--- src/rtl/clock_ctrl_pkg.sv ---
// Shared types and defaults for the compute clock gate controller.
package clock_ctrl_pkg;

    typedef enum logic [2:0] {
        ST_IDLE    = 3'd0,
        ST_RUN     = 3'd1,
        ST_DRAIN   = 3'd2,
        ST_STALLED = 3'd3,
        ST_RESUME  = 3'd4,
        ST_FINISH  = 3'd5
    } state_t;

    localparam int DEF_SETTLE_CYCLES = 3;
    localparam int DEF_RESUME_CYCLES = 2;
    localparam int DEF_CNT_W         = 48;
    localparam int TMR_W             = 8;

endpackage

--- src/rtl/stall_arbiter.sv ---
// Fixed-priority, grant-locking one-hot arbiter; a released grant always
// leaves one idle cycle before the next grant.
module stall_arbiter #(
    parameter int NUM_REQ = 4
) (
    input  logic               clk,
    input  logic               reset_n,
    input  logic               enable,
    input  logic [NUM_REQ-1:0] req,
    output logic [NUM_REQ-1:0] grant
);

    logic [NUM_REQ-1:0] lowest_s;
    logic [NUM_REQ-1:0] grant_next_s;

    // Lowest-index active request, one-hot.
    always_comb begin
        lowest_s = '0;
        for (int i = NUM_REQ - 1; i >= 0; i--) begin
            if (req[i]) begin
                lowest_s    = '0;
                lowest_s[i] = 1'b1;
            end else begin
                lowest_s = lowest_s;
            end
        end
    end

    // Hold while the owner keeps requesting; on release drop to zero first.
    always_comb begin
        grant_next_s = '0;
        if (!enable) begin
            grant_next_s = '0;
        end else if (grant != '0) begin
            grant_next_s = ((req & grant) != '0) ? grant : '0;
        end else begin
            grant_next_s = lowest_s;
        end
    end

    // Grant register.
    always_ff @(posedge clk) begin
        if (!reset_n) begin
            grant <= '0;
        end else begin
            grant <= grant_next_s;
        end
    end

endmodule

--- src/rtl/compute_clock_gate_ctrl.sv ---
// Sequencer for the compute clock buffer enable: bounded runs, settled stall
// handshakes, and enabled/stalled cycle accounting.
module compute_clock_gate_ctrl
    import clock_ctrl_pkg::*;
#(
    parameter int NUM_REQ       = 4,
    parameter int SETTLE_CYCLES = DEF_SETTLE_CYCLES,
    parameter int RESUME_CYCLES = DEF_RESUME_CYCLES,
    parameter int CNT_W         = DEF_CNT_W
) (
    input  logic               control_clock,
    input  logic               reset_n,
    input  logic               start,
    input  logic [CNT_W-1:0]   cycle_budget,
    input  logic               halt,
    input  logic [NUM_REQ-1:0] stall_req,
    output logic [NUM_REQ-1:0] stall_ack,
    output logic               compute_clock_en_n,
    output logic               running,
    output logic               done,
    output logic [CNT_W-1:0]   virtual_cycles,
    output logic [CNT_W-1:0]   stall_cycles
);

    localparam logic [TMR_W-1:0] SETTLE_LOAD = TMR_W'(SETTLE_CYCLES - 1);
    localparam logic [TMR_W-1:0] RESUME_LOAD = TMR_W'(RESUME_CYCLES - 1);
    localparam logic [TMR_W-1:0] TMR_ZERO    = '0;
    localparam logic [TMR_W-1:0] TMR_ONE     = {{(TMR_W-1){1'b0}}, 1'b1};
    localparam logic [CNT_W-1:0] CNT_ZERO    = '0;
    localparam logic [CNT_W-1:0] CNT_ONE     = {{(CNT_W-1){1'b0}}, 1'b1};
    localparam logic [CNT_W-1:0] CNT_MAX     = '1;

    state_t           state_r, state_next_s;
    logic [TMR_W-1:0] tmr_r, tmr_next_s;
    logic             finishing_r, finishing_next_s;
    logic             from_run_r, from_run_next_s;
    logic [CNT_W-1:0] budget_r;
    logic             start_ok_s;
    logic             done_next_s;
    logic             req_any_s;
    logic             exhaust_s;

    assign req_any_s = |stall_req;
    assign exhaust_s = (virtual_cycles == (budget_r - CNT_ONE));

    // Next-state logic; a finish request outranks a stall request in RUN.
    always_comb begin
        state_next_s     = state_r;
        tmr_next_s       = tmr_r;
        finishing_next_s = finishing_r;
        from_run_next_s  = from_run_r;
        start_ok_s       = 1'b0;
        done_next_s      = 1'b0;
        case (state_r)
            ST_IDLE: begin
                if (start) begin
                    if (cycle_budget != CNT_ZERO) begin
                        state_next_s = ST_RUN;
                        start_ok_s   = 1'b1;
                    end else begin
                        done_next_s = 1'b1;
                    end
                end else if (req_any_s) begin
                    state_next_s    = ST_STALLED;
                    from_run_next_s = 1'b0;
                end else begin
                    state_next_s = ST_IDLE;
                end
            end
            ST_RUN: begin
                if (exhaust_s || halt) begin
                    state_next_s     = ST_DRAIN;
                    finishing_next_s = 1'b1;
                    tmr_next_s       = SETTLE_LOAD;
                end else if (req_any_s) begin
                    state_next_s = ST_DRAIN;
                    tmr_next_s   = SETTLE_LOAD;
                end else begin
                    state_next_s = ST_RUN;
                end
            end
            ST_DRAIN: begin
                if (tmr_r != TMR_ZERO) begin
                    tmr_next_s = tmr_r - TMR_ONE;
                end else if (finishing_r) begin
                    state_next_s = ST_FINISH;
                end else begin
                    state_next_s    = ST_STALLED;
                    from_run_next_s = 1'b1;
                end
            end
            ST_STALLED: begin
                // Exit only once every requester is quiet; otherwise the arbiter serves the next.
                if (req_any_s) begin
                    state_next_s = ST_STALLED;
                end else if (from_run_r) begin
                    state_next_s = ST_RESUME;
                    tmr_next_s   = RESUME_LOAD;
                end else begin
                    state_next_s = ST_IDLE;
                end
            end
            ST_RESUME: begin
                if (req_any_s) begin
                    state_next_s = ST_STALLED;
                end else if (tmr_r == TMR_ZERO) begin
                    state_next_s = ST_RUN;
                end else begin
                    tmr_next_s = tmr_r - TMR_ONE;
                end
            end
            ST_FINISH: begin
                state_next_s     = ST_IDLE;
                finishing_next_s = 1'b0;
                done_next_s      = 1'b1;
            end
            default: begin
                state_next_s     = ST_IDLE;
                finishing_next_s = 1'b0;
            end
        endcase
    end

    // State, timer, flags and all registered outputs.
    always_ff @(posedge control_clock) begin
        if (!reset_n) begin
            state_r            <= ST_IDLE;
            tmr_r              <= TMR_ZERO;
            finishing_r        <= 1'b0;
            from_run_r         <= 1'b0;
            budget_r           <= CNT_ZERO;
            compute_clock_en_n <= 1'b1;
            running            <= 1'b0;
            done               <= 1'b0;
            virtual_cycles     <= CNT_ZERO;
            stall_cycles       <= CNT_ZERO;
        end else begin
            state_r            <= state_next_s;
            tmr_r              <= tmr_next_s;
            finishing_r        <= finishing_next_s;
            from_run_r         <= from_run_next_s;
            compute_clock_en_n <= (state_next_s != ST_RUN);
            running            <= (state_next_s == ST_RUN);
            done               <= done_next_s;
            if (start_ok_s) begin
                budget_r       <= cycle_budget;
                virtual_cycles <= CNT_ZERO;
                stall_cycles   <= CNT_ZERO;
            end else begin
                if ((state_r == ST_RUN) && (virtual_cycles != CNT_MAX)) begin
                    virtual_cycles <= virtual_cycles + CNT_ONE;
                end
                if (((state_r == ST_DRAIN) || (state_r == ST_STALLED) || (state_r == ST_RESUME))
                    && !finishing_r && (stall_cycles != CNT_MAX)) begin
                    stall_cycles <= stall_cycles + CNT_ONE;
                end
            end
        end
    end

    stall_arbiter #(
        .NUM_REQ (NUM_REQ)
    ) u_arb (
        .clk     (control_clock),
        .reset_n (reset_n),
        .enable  (state_next_s == ST_STALLED),
        .req     (stall_req),
        .grant   (stall_ack)
    );

endmodule
--- config.mk ---
export PLATFORM = sky130hd
export DESIGN_NAME = compute_clock_gate_ctrl
export DESIGN_NICKNAME = d
export VERILOG_FILES = /design/src/rtl/clock_ctrl_pkg.sv /design/src/rtl/stall_arbiter.sv /design/src/rtl/compute_clock_gate_ctrl.sv
export SDC_FILE = /design/constraint.sdc
export NUM_CORES = 1
export LEC_CHECK = 0
export BUFFER_PORTS_ARGS = -buffer_cell sky130_fd_sc_hd__buf_2
export CAP_MARGIN = 0
export CORE_UTILIZATION = 50
export CTS_BUF_LIST = sky130_fd_sc_hd__clkbuf_4
export CTS_CLUSTER_DIAMETER = 80
export CTS_CLUSTER_SIZE = 16
export DETAILED_ROUTE_END_ITERATION = 12
export PLACE_DENSITY = 0.73
export SLEW_MARGIN = 30
export SYNTH_ARGS = -nofsm -noshare
export SYNTH_HDL_FRONTEND = slang
export SYNTH_SLANG_ARGS = --single-unit
export TNS_END_PERCENT = 100
--- constraint.sdc ---
create_clock -name control_clock -period 11 [get_ports control_clock]
set_clock_uncertainty 0.15 [all_clocks]
set_input_delay 2.2 -clock control_clock [delete_from_list [all_inputs] [get_ports control_clock]]
set_output_delay 2.2 -clock control_clock [all_outputs]
set_load 0.01 [all_outputs]
==> results of run 1 <==
==> through the flow <==
stage	area [um^2]	utilization, %
floorplan	9032	-
global placement	9965	57.02
detailed placement	9991	57.17
CTS	10250	58.68
global route	10260	58.70
finish	10260	58.70
==> metal layers <==
metal,part of all wire (%),wire [um]
met1,46,10920
met2,45,10760
met3,5.8,1370
met4,2.8,673
met5,0,0
==> cells by family after synthesis <==
logic type	count (synthesis)	synth area share, %
xor+xnor	148	14.66
flops	164	36.35
fa+ha+maj	5	0.6926
mux	54	5.984
simple gates	558	31.89
compound gates	110	7.661
buf+inv	65	2.770
==> worst reg2reg max path: cells and delay by family (launching register included) <==
kind / cells / cell delay (ns)
simple gates: 7 / 3.15
compound gates: 1 / 0.14
xor+xnor: 1 / 0.19
flops: 1 / 0.41
==> power groups by stage <==
| stage | clock network [mW] | registers, mW | logic [mW] |
|---|---|---|---|
| 2_1_floorplan | 0 | 0.676 | 0.382 |
| 3_3_place_gp | 0 | 0.694 | 0.469 |
| 3_5_place_dp | 0 | 0.695 | 0.478 |
| 4_1_cts | 0.352 | 0.682 | 0.480 |
| 5_1_grt | 0.380 | 0.690 | 0.542 |
| 6_report | 0.344 | 0.683 | 0.486 |
==> cell usage in the layout (no fill, tap or decap), types with 6 or more instances in the layout <==
| cell | n |
|---|---|
| sky130_fd_sc_hd__or3_1 | 20 |
| sky130_fd_sc_hd__nand3_1 | 52 |
| sky130_fd_sc_hd__nor2b_1 | 12 |
| sky130_fd_sc_hd__nand4_1 | 42 |
| sky130_fd_sc_hd__a21oi_1 | 31 |
| sky130_fd_sc_hd__nand2b_1 | 13 |
| sky130_fd_sc_hd__clkbuf_4 | 17 |
| sky130_fd_sc_hd__and3_1 | 22 |
| sky130_fd_sc_hd__nor4_1 | 48 |
| sky130_fd_sc_hd__xor2_1 | 78 |
| sky130_fd_sc_hd__and4_1 | 10 |
| sky130_fd_sc_hd__nor3_1 | 40 |
| sky130_fd_sc_hd__nand2_1 | 72 |
| sky130_fd_sc_hd__mux2i_1 | 54 |
| sky130_fd_sc_hd__inv_1 | 17 |
| sky130_fd_sc_hd__nor2_1 | 172 |
| sky130_fd_sc_hd__inv_6 | 6 |
| sky130_fd_sc_hd__dfxtp_1 | 164 |
| sky130_fd_sc_hd__and2_1 | 9 |
| sky130_fd_sc_hd__buf_2 | 158 |
| sky130_fd_sc_hd__xnor2_1 | 68 |
| sky130_fd_sc_hd__or4_1 | 10 |
| sky130_fd_sc_hd__o21ai_0 | 30 |
| sky130_fd_sc_hd__a31oi_1 | 7 |
==> state kept, by name (all words and copies together), names as in the netlist <==
name and flops:
u_arb.grant 4, compute_clock_en_n 1, tmr_r 8, budget_r 48, virtual_cycles 48, running 1, finishing_r 1, from_run_r 1
state_r 3, stall_cycles 48, done 1
==> worst paths after layout <==
path | start | to | slack, ns | cells past startpoint
max reg2reg | budget_r[16] | tmr_r[3] | 6.83 | 9
max | cycle_budget[42] | virtual_cycles[21] | 6.36 | 9
min reg2reg | tmr_r[0] | tmr_r[0] | 0.35 | 1
min | tmr_r[0] | tmr_r[0] | 0.35 | 1
==> final cells by class <==
type | count | area (um^2)
Clock inverter | 15 | 136.4
Tap cell | 225 | 281.5
Clock buffer | 17 | 127.6
Fill cell | 1626 | 7218
Antenna cell | 1 | 2.502
Timing Repair Buffer | 163 | 840.8
Multi-Input combinational cell | 875 | 5518
Inverter | 18 | 68.82
Sequential cell | 164 | 3283
==> run_summary.xml, run 1 <==
<?xml version="1.0" encoding="UTF-8"?>
<metrics>
  <group name="clocking">
    <metric name="cts_tree" unit="">built</metric>
    <metric name="cts.reportedPaths.clkPinSlew" unit="ns">0.14</metric>
    <metric name="h-tree-depth" unit="">4</metric>
    <metric name="cts.root.buffer_cell" unit="">sky130_fd_sc_hd__clkbuf_4</metric>
    <metric name="numCtsBuffers" unit="">17</metric>
    <metric name="number_of_gates_resized_after_cts" unit="">0</metric>
    <metric name="clk_path_buf_depth" unit="">2</metric>
    <metric name="clock_latency" unit="ns">0.60</metric>
    <metric name="clkSinkCount" unit="">164</metric>
    <metric name="cts-hold-fix-buffers" unit="">0</metric>
    <metric name="cts_setup_buffers" unit="">0</metric>
  </group>
  <group name="critical_path">
    <metric name="criticalPathCategory" unit="">in2reg</metric>
    <metric name="critical_path_required" unit="ns">11.37</metric>
    <metric name="critical_path.max_fanout" unit="">56</metric>
    <metric name="path_cells" unit="">buf_2 -&gt; nor4_1 -&gt; nand4_1 -&gt; nor3_1 -&gt; nor3_2 -&gt; buf_4 -&gt; nand2b_4 -&gt; buf_12 -&gt; a21oi_1</metric>
    <metric name="worst_setup_path_end_kind" unit="">register</metric>
    <metric name="worst_path_max_delay_cell" unit="">sky130_fd_sc_hd__nor4_1</metric>
    <metric name="kind_of_cell_with_the_highest_combined_delay_on_the_critical_path" unit="">simple AND/OR/NAND/NOR gates</metric>
    <metric name="buf_inv_on_cp" unit="">3</metric>
    <metric name="startpoint_type" unit="">input port</metric>
    <metric name="worstPathArrival" unit="ns">5.02</metric>
    <metric name="crit_path_max_incr_delay" unit="ns">0.55</metric>
  </group>
  <group name="synthesis">
    <metric name="synth-edff-count" unit="">0</metric>
    <metric name="synthesis_warnings" unit="">0</metric>
    <metric name="synth_top_cells_by_area" unit="">sky130_fd_sc_hd__dfxtp_1 36%, sky130_fd_sc_hd__xor2_1 7.6%, sky130_fd_sc_hd__nor2_1 7.1%, sky130_fd_sc_hd__xnor2_1 6.6%, sky130_fd_sc_hd__mux2i_1 6.0%</metric>
    <metric name="synthDominantAreaCellType" unit="">sky130_fd_sc_hd__dfxtp_1</metric>
    <metric name="synthesis.area_per_instance" unit="um^2">8.182</metric>
    <metric name="synth_seq_cells" unit="">164</metric>
    <metric name="number_of_different_library_cells_in_the_post_synthesis_netlist" unit="">64</metric>
    <metric name="synth.top_cells.by_count" unit="">172 x sky130_fd_sc_hd__nor2_1, 164 x sky130_fd_sc_hd__dfxtp_1, 78 x sky130_fd_sc_hd__xor2_1</metric>
    <metric name="synth_cells" unit="">1104</metric>
    <metric name="synth_fp_nets" unit="">1165</metric>
    <metric name="ys_seq_area_share" unit="%">36.35</metric>
    <metric name="yosys.area.top_type_share" unit="%">36.35</metric>
    <metric name="post_synthesis_instance_area" unit="um^2">9032</metric>
    <metric name="most_common_cell_in_the_synthesized_netlist" unit="">sky130_fd_sc_hd__nor2_1</metric>
    <metric name="postSynth.asyncResetShare" unit="%">0</metric>
    <metric name="synth-main-ff-cell" unit="">sky130_fd_sc_hd__dfxtp_1</metric>
  </group>
  <group name="global_route">
    <metric name="gr-usage-met3" unit="%">5.593</metric>
    <metric name="gr-usage-met1" unit="%">35.49</metric>
    <metric name="antenna_found_initial" unit="">1</metric>
    <metric name="busiest_layer" unit="">met2</metric>
    <metric name="grt_first_pass_wirelength" unit="mm">38.27</metric>
    <metric name="grtUsageTotal" unit="%">26.20</metric>
    <metric name="grt_pass1_vias" unit="">7629</metric>
    <metric name="grt.met2_usage" unit="%">39.71</metric>
    <metric name="grt-ovfl-total" unit="">0</metric>
    <metric name="grt_start_max_net_pins" unit="">57</metric>
  </group>
  <group name="layout">
    <metric name="layout.cells.non_filler" unit="">1478</metric>
    <metric name="fraction_of_final_layout_cells_with_drive_strength_greater_than_1" unit="%">17.01</metric>
    <metric name="finalNetCount" unit="">1300</metric>
    <metric name="flow.area_growth_from_synthesis" unit="%">13.58</metric>
  </group>
  <group name="placed_design">
    <metric name="dp_hpwl" unit="mm">17.71</metric>
    <metric name="finalWeightedCongestion" unit="">0.9106</metric>
    <metric name="numPlacedInstances" unit="">1445</metric>
    <metric name="numPortBuffers" unit="">158</metric>
    <metric name="preCtsSetupSlack" unit="ns">5.677</metric>
  </group>
  <group name="drt">
    <metric name="drt_drc_violations_left" unit="">0</metric>
    <metric name="ant_nets" unit="">0</metric>
    <metric name="wl_per_cell" unit="um">16.05</metric>
    <metric name="drtIter0Drc" unit="">630</metric>
    <metric name="route.detailed.vias_per_inst" unit="">5.744</metric>
    <metric name="num_vias" unit="">8490</metric>
    <metric name="detailedRoute.firstPassIterationCount" unit="">5</metric>
    <metric name="routed_wirelength" unit="mm">23.73</metric>
  </group>
  <group name="timing">
    <metric name="max_freq" unit="MHz">215.3</metric>
    <metric name="setup_total_negative_slack" unit="ns">0</metric>
    <metric name="hold_slack" unit="ns">0.3543</metric>
    <metric name="finalSetupViolCount" unit="">0</metric>
    <metric name="finalCriticalPeriod" unit="ns">4.645</metric>
    <metric name="grt_setup_unrepaired" unit="">false</metric>
    <metric name="max-slew-margin-rel" unit="%">38.25</metric>
    <metric name="hold_viol_final" unit="">0</metric>
    <metric name="worst_slew_pin_slew" unit="ns">0.9178</metric>
    <metric name="postLayoutSetupSlackWorst" unit="ns">6.355</metric>
    <metric name="fin_crit_sh" unit="%">42.22</metric>
    <metric name="total_count_of_max_transition_violations_in_the_final_report" unit="">0</metric>
  </group>
  <group name="floorplan">
    <metric name="floorplan.core_area" unit="um^2">17480</metric>
    <metric name="die_area" unit="um^2">18610</metric>
    <metric name="floorplan.die.height" unit="um">136.4</metric>
    <metric name="fp.dieW" unit="um">136.4</metric>
    <metric name="num_io_pins" unit="">159</metric>
    <metric name="floorplan.initialDensity" unit="%">51.68</metric>
    <metric name="rows" unit="">48</metric>
  </group>
  <group name="power_and_ir_drop">
    <metric name="sequential_fraction_of_design_power" unit="%">45.1</metric>
    <metric name="worst_ir_drop_vdd" unit="uV">75.73</metric>
    <metric name="design_power_total" unit="mW">1.513</metric>
    <metric name="pwr-share-clk" unit="%">22.8</metric>
    <metric name="sw_frac_of_total" unit="%">38.61</metric>
    <metric name="netSwitchingPower" unit="uW">584.3</metric>
    <metric name="pwr_density_cell" unit="nW/um^2">147.5</metric>
    <metric name="internal_power" unit="uW">928.9</metric>
    <metric name="combPwrFrac" unit="%">32.1</metric>
    <metric name="power.leakage" unit="nW">4.075</metric>
  </group>
  <group name="hold_path">
    <metric name="worst_hold_path_type" unit="">reg2reg</metric>
  </group>
  <group name="run_status">
    <metric name="result_of_the_run" unit="">finished clean</metric>
  </group>
  <group name="flow_run">
    <metric name="drv.max_cap_violation_count" unit="">0</metric>
  </group>
</metrics>
(Power assumes the default switching activity.)
==> run 2, diff against run 1 <==
--- a/config.mk
+++ b/config.mk
@@ -12,7 +12,7 @@
 export CTS_CLUSTER_DIAMETER = 80
 export CTS_CLUSTER_SIZE = 16
 export DETAILED_ROUTE_END_ITERATION = 12
-export PLACE_DENSITY = 0.73
+export PLACE_DENSITY = 0.75
 export SLEW_MARGIN = 30
 export SYNTH_ARGS = -nofsm -noshare
 export SYNTH_HDL_FRONTEND = slang
==> constraint.sdc (replaced) <==
create_clock -name control_clock -period 3.8 [get_ports control_clock]
set_clock_uncertainty 0.15 [all_clocks]
set_input_delay 0.76 -clock control_clock [delete_from_list [all_inputs] [get_ports control_clock]]
set_output_delay 0.76 -clock control_clock [all_outputs]
set_load 0.01 [all_outputs]
==> run_summary.xml, run 2 (synthesis results as in run 1) <==
<?xml version="1.0" encoding="UTF-8"?>
<metrics>
  <group name="run_status">
    <metric name="result_of_the_run" unit="">finished clean</metric>
  </group>
  <group name="timing">
    <metric name="max_freq" unit="MHz">271.6</metric>
    <metric name="grt_setup_unrepaired" unit="">false</metric>
    <metric name="worst_slew_pin_slew" unit="ns">0.8518</metric>
    <metric name="hold_slack" unit="ns">0.2771</metric>
    <metric name="fin_crit_sh" unit="%">96.90</metric>
    <metric name="total_count_of_max_transition_violations_in_the_final_report" unit="">0</metric>
    <metric name="setup_total_negative_slack" unit="ns">0</metric>
    <metric name="finalSetupViolCount" unit="">0</metric>
    <metric name="postLayoutSetupSlackWorst" unit="ns">0.1178</metric>
    <metric name="max-slew-margin-rel" unit="%">43.09</metric>
    <metric name="finalCriticalPeriod" unit="ns">3.682</metric>
    <metric name="hold_viol_final" unit="">0</metric>
  </group>
  <group name="power_and_ir_drop">
    <metric name="worst_ir_drop_vdd" unit="uV">203.0</metric>
    <metric name="design_power_total" unit="mW">4.622</metric>
    <metric name="pwr_density_cell" unit="nW/um^2">438.3</metric>
    <metric name="power.leakage" unit="nW">4.249</metric>
  </group>
  <group name="global_route">
    <metric name="grt-ovfl-total" unit="">0</metric>
    <metric name="grtUsageTotal" unit="%">26.47</metric>
    <metric name="antenna_found_initial" unit="">1</metric>
    <metric name="gr-usage-met1" unit="%">36.95</metric>
    <metric name="grt.met2_usage" unit="%">40.44</metric>
    <metric name="gr-usage-met3" unit="%">5.332</metric>
    <metric name="grt_first_pass_wirelength" unit="mm">38.95</metric>
    <metric name="busiest_layer" unit="">met2</metric>
    <metric name="grt_pass1_vias" unit="">7787</metric>
    <metric name="grt_start_max_net_pins" unit="">53</metric>
  </group>
  <group name="clocking">
    <metric name="clkSinkCount" unit="">164</metric>
    <metric name="cts.root.buffer_cell" unit="">sky130_fd_sc_hd__clkbuf_4</metric>
    <metric name="numCtsBuffers" unit="">17</metric>
    <metric name="clk_path_buf_depth" unit="">2</metric>
    <metric name="h-tree-depth" unit="">4</metric>
    <metric name="clock_latency" unit="ns">0.58</metric>
    <metric name="cts.reportedPaths.clkPinSlew" unit="ns">0.14</metric>
    <metric name="cts_tree" unit="">built</metric>
  </group>
  <group name="floorplan">
    <metric name="rows" unit="">48</metric>
    <metric name="die_area" unit="um^2">18610</metric>
    <metric name="fp.dieW" unit="um">136.4</metric>
    <metric name="floorplan.die.height" unit="um">136.4</metric>
    <metric name="num_io_pins" unit="">159</metric>
    <metric name="floorplan.initialDensity" unit="%">51.68</metric>
    <metric name="floorplan.core_area" unit="um^2">17480</metric>
  </group>
  <group name="critical_path">
    <metric name="worst_setup_path_end_kind" unit="">register</metric>
    <metric name="criticalPathCategory" unit="">reg2reg</metric>
    <metric name="worstPathArrival" unit="ns">4.00</metric>
    <metric name="startpoint_type" unit="">register</metric>
    <metric name="critical_path_required" unit="ns">4.12</metric>
    <metric name="critical_path.max_fanout" unit="">7</metric>
    <metric name="cell_count_of_the_worst_reg_to_reg_path" unit="">9</metric>
  </group>
  <group name="drt">
    <metric name="ant_nets" unit="">0</metric>
    <metric name="drtIter0Drc" unit="">650</metric>
    <metric name="wl_per_cell" unit="um">16.05</metric>
    <metric name="drt_drc_violations_left" unit="">0</metric>
    <metric name="route.detailed.vias_per_inst" unit="">5.721</metric>
    <metric name="detailedRoute.firstPassIterationCount" unit="">5</metric>
    <metric name="num_vias" unit="">8605</metric>
    <metric name="routed_wirelength" unit="mm">24.14</metric>
  </group>
  <group name="placed_design">
    <metric name="preCtsSetupSlack" unit="ns">0.006366</metric>
    <metric name="finalWeightedCongestion" unit="">0.9309</metric>
    <metric name="dp_hpwl" unit="mm">18.32</metric>
    <metric name="numPortBuffers" unit="">158</metric>
    <metric name="placedInstanceArea" unit="um^2">10220</metric>
    <metric name="numPlacedInstances" unit="">1471</metric>
  </group>
  <group name="layout">
    <metric name="top_regs" unit="">budget_r x48, stall_cycles x48, virtual_cycles x48</metric>
    <metric name="finalNetCount" unit="">1326</metric>
    <metric name="flow.area_growth_from_synthesis" unit="%">16.73</metric>
    <metric name="fraction_of_final_layout_cells_with_drive_strength_greater_than_1" unit="%">18.86</metric>
    <metric name="mostFrequentLayoutCells" unit="">172 x sky130_fd_sc_hd__nor2_1, 164 x sky130_fd_sc_hd__dfxtp_1, 158 x sky130_fd_sc_hd__buf_2</metric>
    <metric name="final_common_cell" unit="">sky130_fd_sc_hd__nor2_1</metric>
    <metric name="layout.filler_cells" unit="">1597</metric>
    <metric name="layout.cells.non_filler" unit="">1504</metric>
    <metric name="final_design_area_no_fill" unit="um^2">10540</metric>
    <metric name="final_core_util" unit="%">60.33</metric>
  </group>
  <group name="hold_path">
    <metric name="whs_path_depth" unit="">3</metric>
    <metric name="worst_hold_path_type" unit="">in2reg</metric>
  </group>
  <group name="flow_run">
    <metric name="drv.max_cap_violation_count" unit="">0</metric>
  </group>
</metrics>
-- run 2: area by class of cell --
class	instances	area (um^2)	share of cell area [%]
Antenna cell	1	2.502	0.02373
Clock buffer	18	135.1	1.282
Clock inverter	14	176.4	1.673
Inverter	18	67.56	0.6408
Multi-Input combinational cell	875	5524	52.39
Sequential cell	164	3283	31.14
Tap cell	225	281.5	2.670
Timing Repair Buffer	189	1074	10.18
-- run 2: per-layer routing --
| metal | routed length [um] | vias to the layer above |
|---|---|---|
| met1 | 11390 | 4060 |
| met3 | 1345 | 40 |
| met2 | 10870 | 241 |
| met5 | 0 | - |
| met4 | 537 | 0 |
| li1 | - | 4264 |
-- run 2: final timing paths --
path,end,from,slack (ns)
min,budget_r[36],cycle_budget[36],0.28
max,running,budget_r[23],0.12
min reg2reg,stall_cycles[1],stall_cycles[1],0.35
max reg2reg,running,budget_r[23],0.12
-- run 2: worst max-delay path: stages (launching register included) --
cell                        delay (ns)
sky130_fd_sc_hd__dfxtp_1          0.33
sky130_fd_sc_hd__or4_1            0.57
sky130_fd_sc_hd__or4b_2           0.67
sky130_fd_sc_hd__or3b_2           0.46
sky130_fd_sc_hd__a21oi_1          0.18
sky130_fd_sc_hd__o2111ai_1        0.15
sky130_fd_sc_hd__nor4_2           0.34
sky130_fd_sc_hd__nand4_2          0.28
sky130_fd_sc_hd__and2_4           0.26
sky130_fd_sc_hd__o211a_1          0.20
-- run 2: where the power goes --
| group | switching, mW | internal [mW] |
|---|---|---|
| Sequential | 0.138 | 1.83 |
| Clock | 0.659 | 0.471 |
| Combinational | 0.876 | 0.652 |
-- run 2: repair_timing --
| action | 4_1_cts | 5_1_grt |
|---|---|---|
| endpoints found under the setup margin | 1 | 11 |
| resized for setup | 1 | 1 |
| cloned | 0 | 0 |
| hold buffers | 0 | 0 |
| setup buffers | 0 | 0 |
| pin swaps | 0 | 1 |
